File: src/rtl/bus_master.sv
// Bus master: turns single core load/store requests into arbitrated bus tenures.
// Optional grant-wait timeout is enabled by defining BUSMST_TIMEOUT_EN.
module bus_master #(
    parameter int WIDTH   = 32,
    parameter int MEM_LAT = 1,
    parameter int TIMEOUT = 64
) (
    input  logic             clk,
    input  logic             reset,
    input  logic             req,
    input  logic             req_we,
    input  logic [WIDTH-1:0] req_adr,
    input  logic [WIDTH-1:0] req_wdata,
    output logic             req_ack,
    output logic [WIDTH-1:0] rdata,
    output logic             busy,
    output logic             err,
    output logic             breq_,
    input  logic             bgrt_,
    output logic             own,
    output logic [WIDTH-1:0] adr,
    output logic             rw_,
    output logic [WIDTH-1:0] idata,
    input  logic [WIDTH-1:0] odata,
    output logic             done
);

    if (MEM_LAT < 1 || MEM_LAT > 15 || TIMEOUT < 1) begin : g_param_check
        $error("bus_master: MEM_LAT must be 1..15 and TIMEOUT at least 1");
    end

    localparam logic [3:0] LAT_LOAD = 4'(MEM_LAT - 1);

    typedef enum logic [2:0] {
        S_IDLE,
        S_REQ,
        S_XFER,
        S_WAIT,
        S_DONE
    } state_e;

    state_e             state_q, state_d;
    logic               we_q, we_d;
    logic [WIDTH-1:0]   adr_q, adr_d;
    logic [WIDTH-1:0]   wdata_q, wdata_d;
    logic [3:0]         cnt_q, cnt_d;
    logic [WIDTH-1:0]   rdata_q, rdata_d;
    logic               breq_q, own_q, done_q, ack_q, busy_q, err_q;
    logic               tmo_expired;
    logic               on_bus;
    logic               wr_phase;

`ifdef BUSMST_TIMEOUT_EN
    localparam int TMO_W = (TIMEOUT > 1) ? $clog2(TIMEOUT) : 1;

    logic [TMO_W-1:0] tmo_q, tmo_d;

    // Counter idles at zero outside REQ, so every entry to REQ starts a fresh wait.
    assign tmo_d       = (state_q == S_REQ) ? tmo_q + 1'b1 : '0;
    assign tmo_expired = (state_q == S_REQ) && bgrt_ && (tmo_q == TMO_W'(TIMEOUT - 1));

    always_ff @(posedge clk) begin
        if (reset) tmo_q <= '0;
        else       tmo_q <= tmo_d;
    end
`else
    assign tmo_expired = 1'b0;
`endif

    always_comb begin
        // NOTE: every signal gets a default first, so no branch can leave one unassigned and infer a latch.
        state_d = state_q;
        we_d    = we_q;
        adr_d   = adr_q;
        wdata_d = wdata_q;
        cnt_d   = cnt_q;
        rdata_d = rdata_q;

        case (state_q)
            S_IDLE: begin
                if (req) begin
                    we_d    = req_we;
                    adr_d   = req_adr;
                    wdata_d = req_wdata;
                    state_d = S_REQ;
                end
            end
            S_REQ: begin
                if (!bgrt_)           state_d = S_XFER;
                else if (tmo_expired) state_d = S_IDLE;
            end
            S_XFER: begin
                if (bgrt_) begin
                    state_d = S_REQ;
                end else if (we_q) begin
                    state_d = S_DONE;
                end else begin
                    cnt_d   = LAT_LOAD;
                    state_d = S_WAIT;
                end
            end
            S_WAIT: begin
                // Losing the grant takes priority over a capture in the same cycle.
                if (bgrt_) begin
                    state_d = S_REQ;
                end else if (cnt_q == 4'd0) begin
                    rdata_d = odata;
                    state_d = S_DONE;
                end else begin
                    cnt_d = cnt_q - 4'd1;
                end
            end
            S_DONE:  state_d = S_IDLE;
            default: state_d = S_IDLE;
        endcase
    end

    always_ff @(posedge clk) begin
        // NOTE: sequential state uses non-blocking assignments only, so every flop samples pre-edge values.
        if (reset) begin
            state_q <= S_IDLE;
            cnt_q   <= 4'd0;
            rdata_q <= '0;
            breq_q  <= 1'b1;
            own_q   <= 1'b0;
            done_q  <= 1'b0;
            ack_q   <= 1'b0;
            busy_q  <= 1'b0;
            err_q   <= 1'b0;
        end else begin
            state_q <= state_d;
            cnt_q   <= cnt_d;
            rdata_q <= rdata_d;
            breq_q  <= (state_d == S_IDLE);
            own_q   <= (state_d inside {S_XFER, S_WAIT, S_DONE});
            done_q  <= (state_d == S_DONE);
            ack_q   <= (state_d == S_DONE) || tmo_expired;
            busy_q  <= (state_d != S_IDLE);
            err_q   <= tmo_expired;
        end
    end

    // NOTE: operand registers are not reset; they only reach the bus through state-gated decode.
    always_ff @(posedge clk) begin
        we_q    <= we_d;
        adr_q   <= adr_d;
        wdata_q <= wdata_d;
    end

    assign on_bus   = (state_q == S_XFER) || (state_q == S_WAIT) || (state_q == S_DONE);
    assign wr_phase = (state_q == S_XFER) && we_q;
    assign adr      = on_bus ? adr_q : '0;
    assign rw_      = ~wr_phase;
    assign idata    = wr_phase ? wdata_q : '0;

    assign breq_   = breq_q;
    assign own     = own_q;
    assign done    = done_q;
    assign req_ack = ack_q;
    assign busy    = busy_q;
    assign err     = err_q;
    assign rdata   = rdata_q;

endmodule

File: config.mk
export PLATFORM = sky130hd
export DESIGN_NAME = bus_master
export DESIGN_NICKNAME = d
export VERILOG_FILES = /design/src/rtl/bus_master.sv
export SDC_FILE = /design/constraint.sdc
export NUM_CORES = 1
export LEC_CHECK = 0
export ABC_AREA = 1
export BUFFER_PORTS_ARGS = -buffer_cell sky130_fd_sc_hd__buf_2
export CORE_ASPECT_RATIO = 1.5
export CORE_MARGIN = 5
export CORE_UTILIZATION = 41
export DETAILED_ROUTE_END_ITERATION = 8
export PLACE_DENSITY = 0.75
export SLEW_MARGIN = 20
export SYNTH_ARGS = -nofsm -noshare
export SYNTH_HDL_FRONTEND = slang
export SYNTH_SLANG_ARGS = --single-unit
File: constraint.sdc
create_clock -name clk -period 2.1 [get_ports clk]
set_input_delay 0.42 -clock clk [delete_from_list [all_inputs] [get_ports clk]]
set_output_delay 0.42 -clock clk [all_outputs]
set_load 0.01 [all_outputs]
# ---- Word level (Yosys, flattened, before mapping)
# Cells that the tools add are included.
dict set report word_totals {
  word_cells 50
  input_bits 101
  output_inout_bits 103
  regBits 108
}
dict set report op_classes {
  bitwise_logic 2
  n_eq_ne 11
  n_mux 14
  add_sub_neg 1
  reduce_logical 12
}
# cell n
set op_table {}
lappend op_table {{$mux 32} 2}
lappend op_table {{$mux 3} 6}
lappend op_table {{$mux 4} 4}
lappend op_table {{$eq 3x2->1 const B} 4}
lappend op_table {{$pmux 3 s4} 1}
lappend op_table {{$ne 2x2->1 const B} 4}
lappend op_table {{$pmux 4 s2} 1}
lappend op_table {{$eq 3x3->1 const B} 2}
lappend op_table {{$logic_not 3->1} 2}
lappend op_table {{$reduce_bool 3->1} 2}
lappend op_table {{$reduce_and 5->1} 1}
lappend op_table {{$logic_not 4->1} 1}
lappend op_table {{$sub 4x1->4 const B} 1}
lappend op_table {{$eq 3x1->1 const B} 1}
lappend op_table {{$reduce_and 3->1} 1}
lappend op_table {{$logic_or 1x1->1} 2}
lappend op_table {{$not 1->1} 2}
lappend op_table {{$reduce_and 2->1} 1}
lappend op_table {{$reduce_bool 2->1} 1}
lappend op_table {{$logic_and 1x1->1} 1}

# ---- Logic depth before layout (Yosys ltp)
# Gate-level depths: netlist of the first run.
dict set report depth {
  depth_word 6
  depth_mapped 9
}

# ---- Least setup slack after synthesis of the first run
# OpenSTA, ideal clock, no wires.
dict set report synth_path {
  path_type {reg2reg}
  start {reg state_q[0]}
  end {reg adr_q[0], enable pin}
  stages_incl_launch_ff 4
  path_slack_ns -0.128
  period_less_slack_ns 2.228
  t_arrival_ns 1.809
  t_required_ns 1.681
  cell_sequence {dfxtp_1 nor2_1 nand3_1 inv_1}
}
dict set report synth_between {
  elab_chain_cells 2
}
# element line_no
set synth_rtl {}
lappend synth_rtl {{start: declaration} 42} ;# state_e state_q, state_d;
lappend synth_rtl {{start signal: assignment} 131} ;# state_q <= state_d;
lappend synth_rtl {{$logic_not 3->1} 79} ;# case (state_q)
lappend synth_rtl {{$reduce_and 2->1 (no line)} --}
lappend synth_rtl {{end signal: assignment} 146} ;# adr_q <= adr_d;
lappend synth_rtl {{end: declaration} 44} ;# logic [WIDTH-1:0] adr_q, adr_d;
# Every way passes these cells.
# A chain may end at the register's enable or synchronous reset.

# ---- Worst setup path after layout of the first run
dict set report layout_path {
  start {reg state_q[2]}
  end {out adr[0]}
}
dict set report layout_between {
  elab_chain_cells 4
}
# element line_no
set layout_rtl {}
lappend layout_rtl {{$eq 3x2->1} 150} ;# assign on_bus = (state_q == S_XFER) || (state_q == S_WAIT) || (state_q == S_DONE);
lappend layout_rtl {{$logic_or 1x1->1} 150}
lappend layout_rtl {{$logic_or 1x1->1 (*)} 150}
lappend layout_rtl {{$mux 32 (*)} 152} ;# assign adr = on_bus ? adr_q : '0;
lappend layout_rtl {{end: declaration} 21} ;# output logic [WIDTH-1:0] adr,
# Every way passes the cells marked *; elsewhere a longest branch is shown, timed or not.

==> flow_summary.toml, run 1 <==
[clock_tree]
clkSlewWorstSetupHoldPaths_ps = 70
cts.sinks = 108
insertion_delay_ps = 340
root_buffer = "clkbuf_16"
cts_hold_buf = 0
h-tree-depth = 3
cts_tree = "yes"
clockBufferDepth = 2
cts_buffers = 9

[power]
p_leak_nw = 3.02
switching_share = 0.216
switchingPower_mw = 0.933
p_int_mw = 3.39
ir_drop_mv = 0.401
p_clk_frac = 0.366
seq_power_share = 0.557
powerDensity_mw_per_mm2 = 775
comb_power_share = 0.078

[synth]
avgSynthCellArea_um2 = 9.66
synth.net_count = 533
yosys-top-cells-area = "edfxtp_1 47%, dfxtp_1 21%, nor2_1 13%, inv_1 7.3%, o21ai_1 3.6%"
synth_top_area_cell = "edfxtp_1"
syn_area_mm2 = 0.00416
synth_cell_type_count = 20
ys_seq_area_frac = 0.676
synth-seq-cells = 108
synth_top_area_share = 0.469
synthCells = 431
synth.yosys.warnings = 0

[route]
firstDrtPassIters = 4
drc = 0
first_iter_violations = 74
viasPerCell = 4.55
wl_per_cell_um = 13.1
ant_nets = 0
wirelength_um = 9900
route.vias.total = 3435

[worst_setup_path]
cp.required_ps = 1680
r2r_end = "wdata_q[21]$_DFFE_PP_"
start_kind = "flip-flop"
worstSetupPathType = "reg2out"
endpoint_kind = "output port"
r2r-start = "state_q[2]$_SDFF_PP0_"
path_max_fanout = 32
reg2reg_slack_ps = 420
reg2regPathDepth = 4
cp.arrival_ps = 1540

[timing]
setup_viol = 0
finClkSkew_ps = 8.37
rsz0062_at_grt = "false"
fin_crit_sh = 0.933
setup_slack_ps = 140
tns_ps = 0
tightest_slew_ps = 526
fmax_ghz = 0.510
fin_crit_ps = 1960
slew_violations = 0
relSlewSlack = 0.649
finalHoldViolCount = 0

[die]
die_area_mm2 = 0.0123
rows = 45
initial_core_util = 0.415
io-pin-count = 204
core_mm2 = 0.0100
die_w_um = 92.3
fp.dieH_um = 133

[placed_design]
placedCellCount = 739
dp_slack_ps = 312
globalplace.congestion = 0.813
io_buffers = 202
hpwlAfterDp_um = 7610

[min_path]
hold_path_end = "adr_q[23]$_DFFE_PP_"
hold_path_class = "in2reg"
worstHoldStart = "req_adr[23]"
hold_depth = 1

[global_route]
grt_pass1_wl_um = 15600
first_global_vias = 3418
grt_util_all_layers = 0.158
overflow = 0
antenna_found_initial = 0
grt_max_degree = 34

[layout]
diodes = 0
final_cell_count_no_fill = 755
area_growth_pct = 34.1
drive_above_1_share = 0.356
fin_nets = 735
final_core_utilization = 0.557

[status]
status = "finished clean"

[run]
maxCapViolations = 0
[cells in the final DEF, fill, tap and decap left out]
master	n
buf_12	2
inv_4	1
buf_2	202
nor2_2	1
o21ai_1	30
clkinv_2	1
a21oi_1	4
clkbuf_1	2
clkinv_1	1
nand2_1	28
nor2_1	139
a21oi_2	1
nand3b_1	1
clkinv_4	1
o21ai_0	4
buf_4	2
inv_1	80
ha_1	1
inv_2	1
o31ai_1	1
nor2_4	2
conb_1	1
buf_6	2
clkbuf_16	10
nand3_1	11
dfxtp_1	43
clkinvlp_4	1
edfxtp_1	65
[power groups by stage]
stage	sequential [mW]	combinational (mW)	clock [mW]
after floorplan	2.45	0.151	0
after global placement	2.45	0.326	0
after detailed placement	2.45	0.339	0
after CTS	2.41	0.341	1.65
after global routing	2.42	0.378	1.72
final	2.41	0.336	1.58
[critical path, stage by stage (launching register included)]
cell,delay [ps]
dfxtp_1,470
nor2_4,100
a21oi_2,120
buf_6,250
nor2_1,90
buf_2,150
[area by class of cell]
type | count | area, um2
multi-input combinational | 224 | 941
timing repair buffer | 208 | 1090
tap | 117 | 146
clock buffer | 12 | 258
sequential | 108 | 2810
inverter | 82 | 312
clock inverter | 4 | 23.8
fill | 916 | 4440
[cells in the mapped netlist]
cell and number:
a21oi_1 5, buf_2 6, buf_4 5, buf_6 3
clkbuf_1 3, conb_1 1, dfxtp_1 43, edfxtp_1 65
ha_1 1, inv_1 81, inv_2 1, nand2_1 28
nand3_1 11, nand3b_1 1, nor2_1 140, nor2_2 1
nor2_4 1, o21ai_0 4, o21ai_1 30, o31ai_1 1
[metrics by stage]
stage               cell area, um2  hold WS (ps)  total power, mW
floorplan                     4170           440             2.60
global placement              5290           448             2.77
detailed placement            5290           457             2.79
CTS                           5570           233             4.39
global route                  5580           231             4.52
finish                        5580           251             4.32
[registers in the layout, summed over array words and instances, names as in the netlist]
name / count
adr_q: 32
breq_: 1
busy: 1
cnt_q: 4
own: 1
rdata: 32
req_ack: 1
state_q: 3
wdata_q: 32
we_q: 1
[per-layer routing]
layer	GRT usage	wire length (um)	part of all wire
met2	0.283	5140	0.52
met1	0.168	3690	0.37
met3	0.0497	883	0.089
met5	0	0	0
met4	0.0686	187	0.019
[cells by family after synthesis]
| logic type | Yosys count | share of synthesized area |
|---|---|---|
| other | 1 | 0.000901 |
| AO/OA/AOI/OAI | 40 | 0.0487 |
| flip-flops | 108 | 0.676 |
| adder cells (fa/ha/maj) | 1 | 0.00301 |
| buffers and inverters | 99 | 0.101 |
| AND/OR/NAND/NOR | 182 | 0.171 |
[worst max-delay path by stage]
stage | from | cells after the start | endpoint | slack (ps)
6_report | state_q[2]$_SDFF_PP0_ | 5 | adr[0] | 140
5_1_grt | state_q[2]$_SDFF_PP0_ | 5 | adr[0] | 20
4_1_cts | state_q[1]$_SDFF_PP0_ | 6 | idata[6] | 50
3_5_place_dp | state_q[1]$_SDFF_PP0_ | 6 | idata[6] | 310
3_3_place_gp | state_q[1]$_SDFF_PP0_ | 6 | adr[17] | 400
2_1_floorplan | state_q[2]$_SDFF_PP0_ | 3 | adr_q[0]$_DFFE_PP_ | 170
[what timing repair did]
item / CTS / global route
resized for setup: 1 / 3
buffers inserted: 0 / 0
hold endpoints to repair: 0 / 0
setup endpoints to repair: 35 / 43
Note: power is estimated with default switching activity, not from simulation.
==> inputs of run 2 (changes only) <==
--- a/config.mk
+++ b/config.mk
@@ -5,13 +5,12 @@
 export SDC_FILE = /design/constraint.sdc
 export NUM_CORES = 1
 export LEC_CHECK = 0
-export ABC_AREA = 1
-export BUFFER_PORTS_ARGS = -buffer_cell sky130_fd_sc_hd__buf_2
+export BUFFER_PORTS_ARGS = -buffer_cell sky130_fd_sc_hd__buf_4
 export CORE_ASPECT_RATIO = 1.5
 export CORE_MARGIN = 5
 export CORE_UTILIZATION = 41
 export DETAILED_ROUTE_END_ITERATION = 8
-export PLACE_DENSITY = 0.75
+export PLACE_DENSITY = 0.76
 export SLEW_MARGIN = 20
 export SYNTH_ARGS = -nofsm -noshare
 export SYNTH_HDL_FRONTEND = slang
==> run 2 against run 1 <==
Effect of this change:
- area after synthesis decreased by 2.6%
- combinational power rose by 15%
- die area down 2.3%
- setup slack worse by 50 ps
- largest power group unchanged
==> flow_summary.toml, run 2 <==
[timing]
setup_viol = 0
fin_crit_ps = 2010
setup_slack_ps = 89.2
fin_crit_sh = 0.958
slew_violations = 0
finClkSkew_ps = 5.16
fmax_ghz = 0.497
finalHoldViolCount = 0
rsz0062_at_grt = "false"

[worst_setup_path]
start_kind = "flip-flop"
worstSetupPathType = "reg2out"
cp.required_ps = 1680
endpoint_kind = "output port"
cp.arrival_ps = 1590
path_max_fanout = 32

[route]
viasPerCell = 4.80
dr_wl_met3_um = 943
dr_wl_met2_um = 5310
met1Wirelength_um = 3450
top_layer = "met4"
first_iter_violations = 102
firstDrtPassIters = 4
drc = 0
route.vias.total = 3165
wirelength_um = 9890
ant_nets = 0
wl_per_cell_um = 15.0

[synth]
ys_seq_area_frac = 0.693
synth_cell_type_count = 35
avgSynthCellArea_um2 = 11.8
yosys-top-cells-area = "edfxtp_1 48%, dfxtp_1 21%, nand2_1 6.4%, nor2b_1 5.2%, and3_1 4.9%"
synthFlopType = "edfxtp_1"
synth.net_count = 446
synth_edf_count = 65
synth_top_area_share = 0.481
synth-seq-cells = 108
yosysMostFrequentCell = "nand2_1"
synth.yosys.warnings = 0
async_flop_share = 0
synth_top_area_cell = "edfxtp_1"
synthCells = 344
syn_area_mm2 = 0.00406
synthTopCellsByCount = "69 x nand2_1, 65 x edfxtp_1, 43 x dfxtp_1"

[power]
ir_drop_mv = 0.541
power_mw = 4.34
powerDensity_mw_per_mm2 = 723
p_leak_nw = 2.59

[global_route]
overflow = 0
antenna_found_initial = 0
grt_pass1_wl_um = 15700
grt_max_degree = 66
grt_util_all_layers = 0.162
first_global_vias = 3196

[layout]
final_common_cell = "buf_4"
final_cell_mix = "205 x buf_4, 69 x nand2_1, 65 x edfxtp_1, 41 x dfxtp_1, 36 x a21oi_1"
area_growth_pct = 47.8
diodes = 0
fin_nets = 642
drive_above_1_share = 0.431

[clock_tree]
h-tree-depth = 3
clockBufferDepth = 2
cts_buffers = 9
cts.sinks = 108
root_buffer = "clkbuf_16"
cts_tree = "yes"
clkSlewWorstSetupHoldPaths_ps = 70
insertion_delay_ps = 340
postCtsSetupRepairBufs = 0
cts_hold_buf = 0

[placed_design]
io_buffers = 202
dp_slack_ps = 160
globalplace.congestion = 0.745
hpwlAfterDp_um = 7390

[die]
die_w_um = 91.2
fp.dieH_um = 132
io-pin-count = 204
rows = 44
core_mm2 = 0.00969
die_area_mm2 = 0.0120
initial_core_util = 0.419

[status]
status = "finished clean"

[run]
maxCapViolations = 0

[min_path]
hold_path_class = "in2reg"
-- run 2: cell types whose count changed in the layout (fill, tap and decap cells not counted), sizes merged, moves of 3 or more --
cell    change
o21ai      -31
inv        -77
nand3      -11
a21oi      +32
nand2      +41
nor2b      +35
nor2      -132
or3         +4
clkbuf      -3
and3       +32
-- run 2: critical path, stage by stage (launching register included) --
cell and delay [ps]:
dfxtp_2 440, nor2b_2 270, a21oi_2 70, buf_12 180
nor2b_1 150, buf_4 140
-- run 2: area by class of cell --
cell class / count / area (um2)
sequential: 108 / 2820
clock inverter: 7 / 51.3
timing repair buffer: 209 / 1620
multi-input combinational: 209 / 1130
tap: 115 / 144
fill: 780 / 3690
inverter: 3 / 11.3
clock buffer: 9 / 225
-- run 2: routing by layer --
metal  up-vias  GRT usage
met5         -          0
met4         0     0.0726
met3        17     0.0571
met2       145      0.293
met1      1430      0.165
li1       1573          -
-- run 2: logic make-up (layout without fill, tap and decap cells) --
group,Yosys count,count (layout),synth area share
and+or+nand+nor,161,161,0.205
DFF,108,108,0.693
AOI/OAI and AO/OA,46,46,0.0632
buffers and inverters,27,228,0.0349
adders and majority gates,1,1,0.00308
other,1,1,0.000924
-- run 2: through the flow --
stage	utilization	hold slack [ps]	area [um2]	instances	setup TNS, ps
floorplan	-	445	4080	344	-61590
global placement	0.590	441	5720	644	0
detailed placement	0.590	448	5720	644	0
CTS	0.619	233	6000	660	0
global route	0.619	231	6000	660	0
finish	0.619	249	6000	660	0
-- run 2: timing repair --
item,CTS,global route
hold endpoints to repair,0,0
endpoints found under the setup margin,32,0
resized for setup,2,0
-- run 2: worst paths after layout --
check,cells after the start,slack (ps),endpoint,startpoint
min,1,250,adr_q[17]$_DFFE_PP_,req_adr[17]
min reg2reg,2,450,rdata[22]$_SDFFE_PP0P_,rdata[22]$_SDFFE_PP0P_
max,5,90,adr[13],state_q[1]$_SDFF_PP0_
max reg2reg,7,160,rdata[9]$_SDFFE_PP0P_,cnt_q[0]$_SDFFE_PP0P_
-- run 2: power breakdown --
group	switching, mW	internal (mW)	leakage [nW]	total, mW
Clock	0.743	0.810	0.130	1.55
Combinational	0.173	0.215	1.49	0.388
Sequential	0.0296	2.37	0.967	2.40
Total	0.946	3.39	2.59	4.34
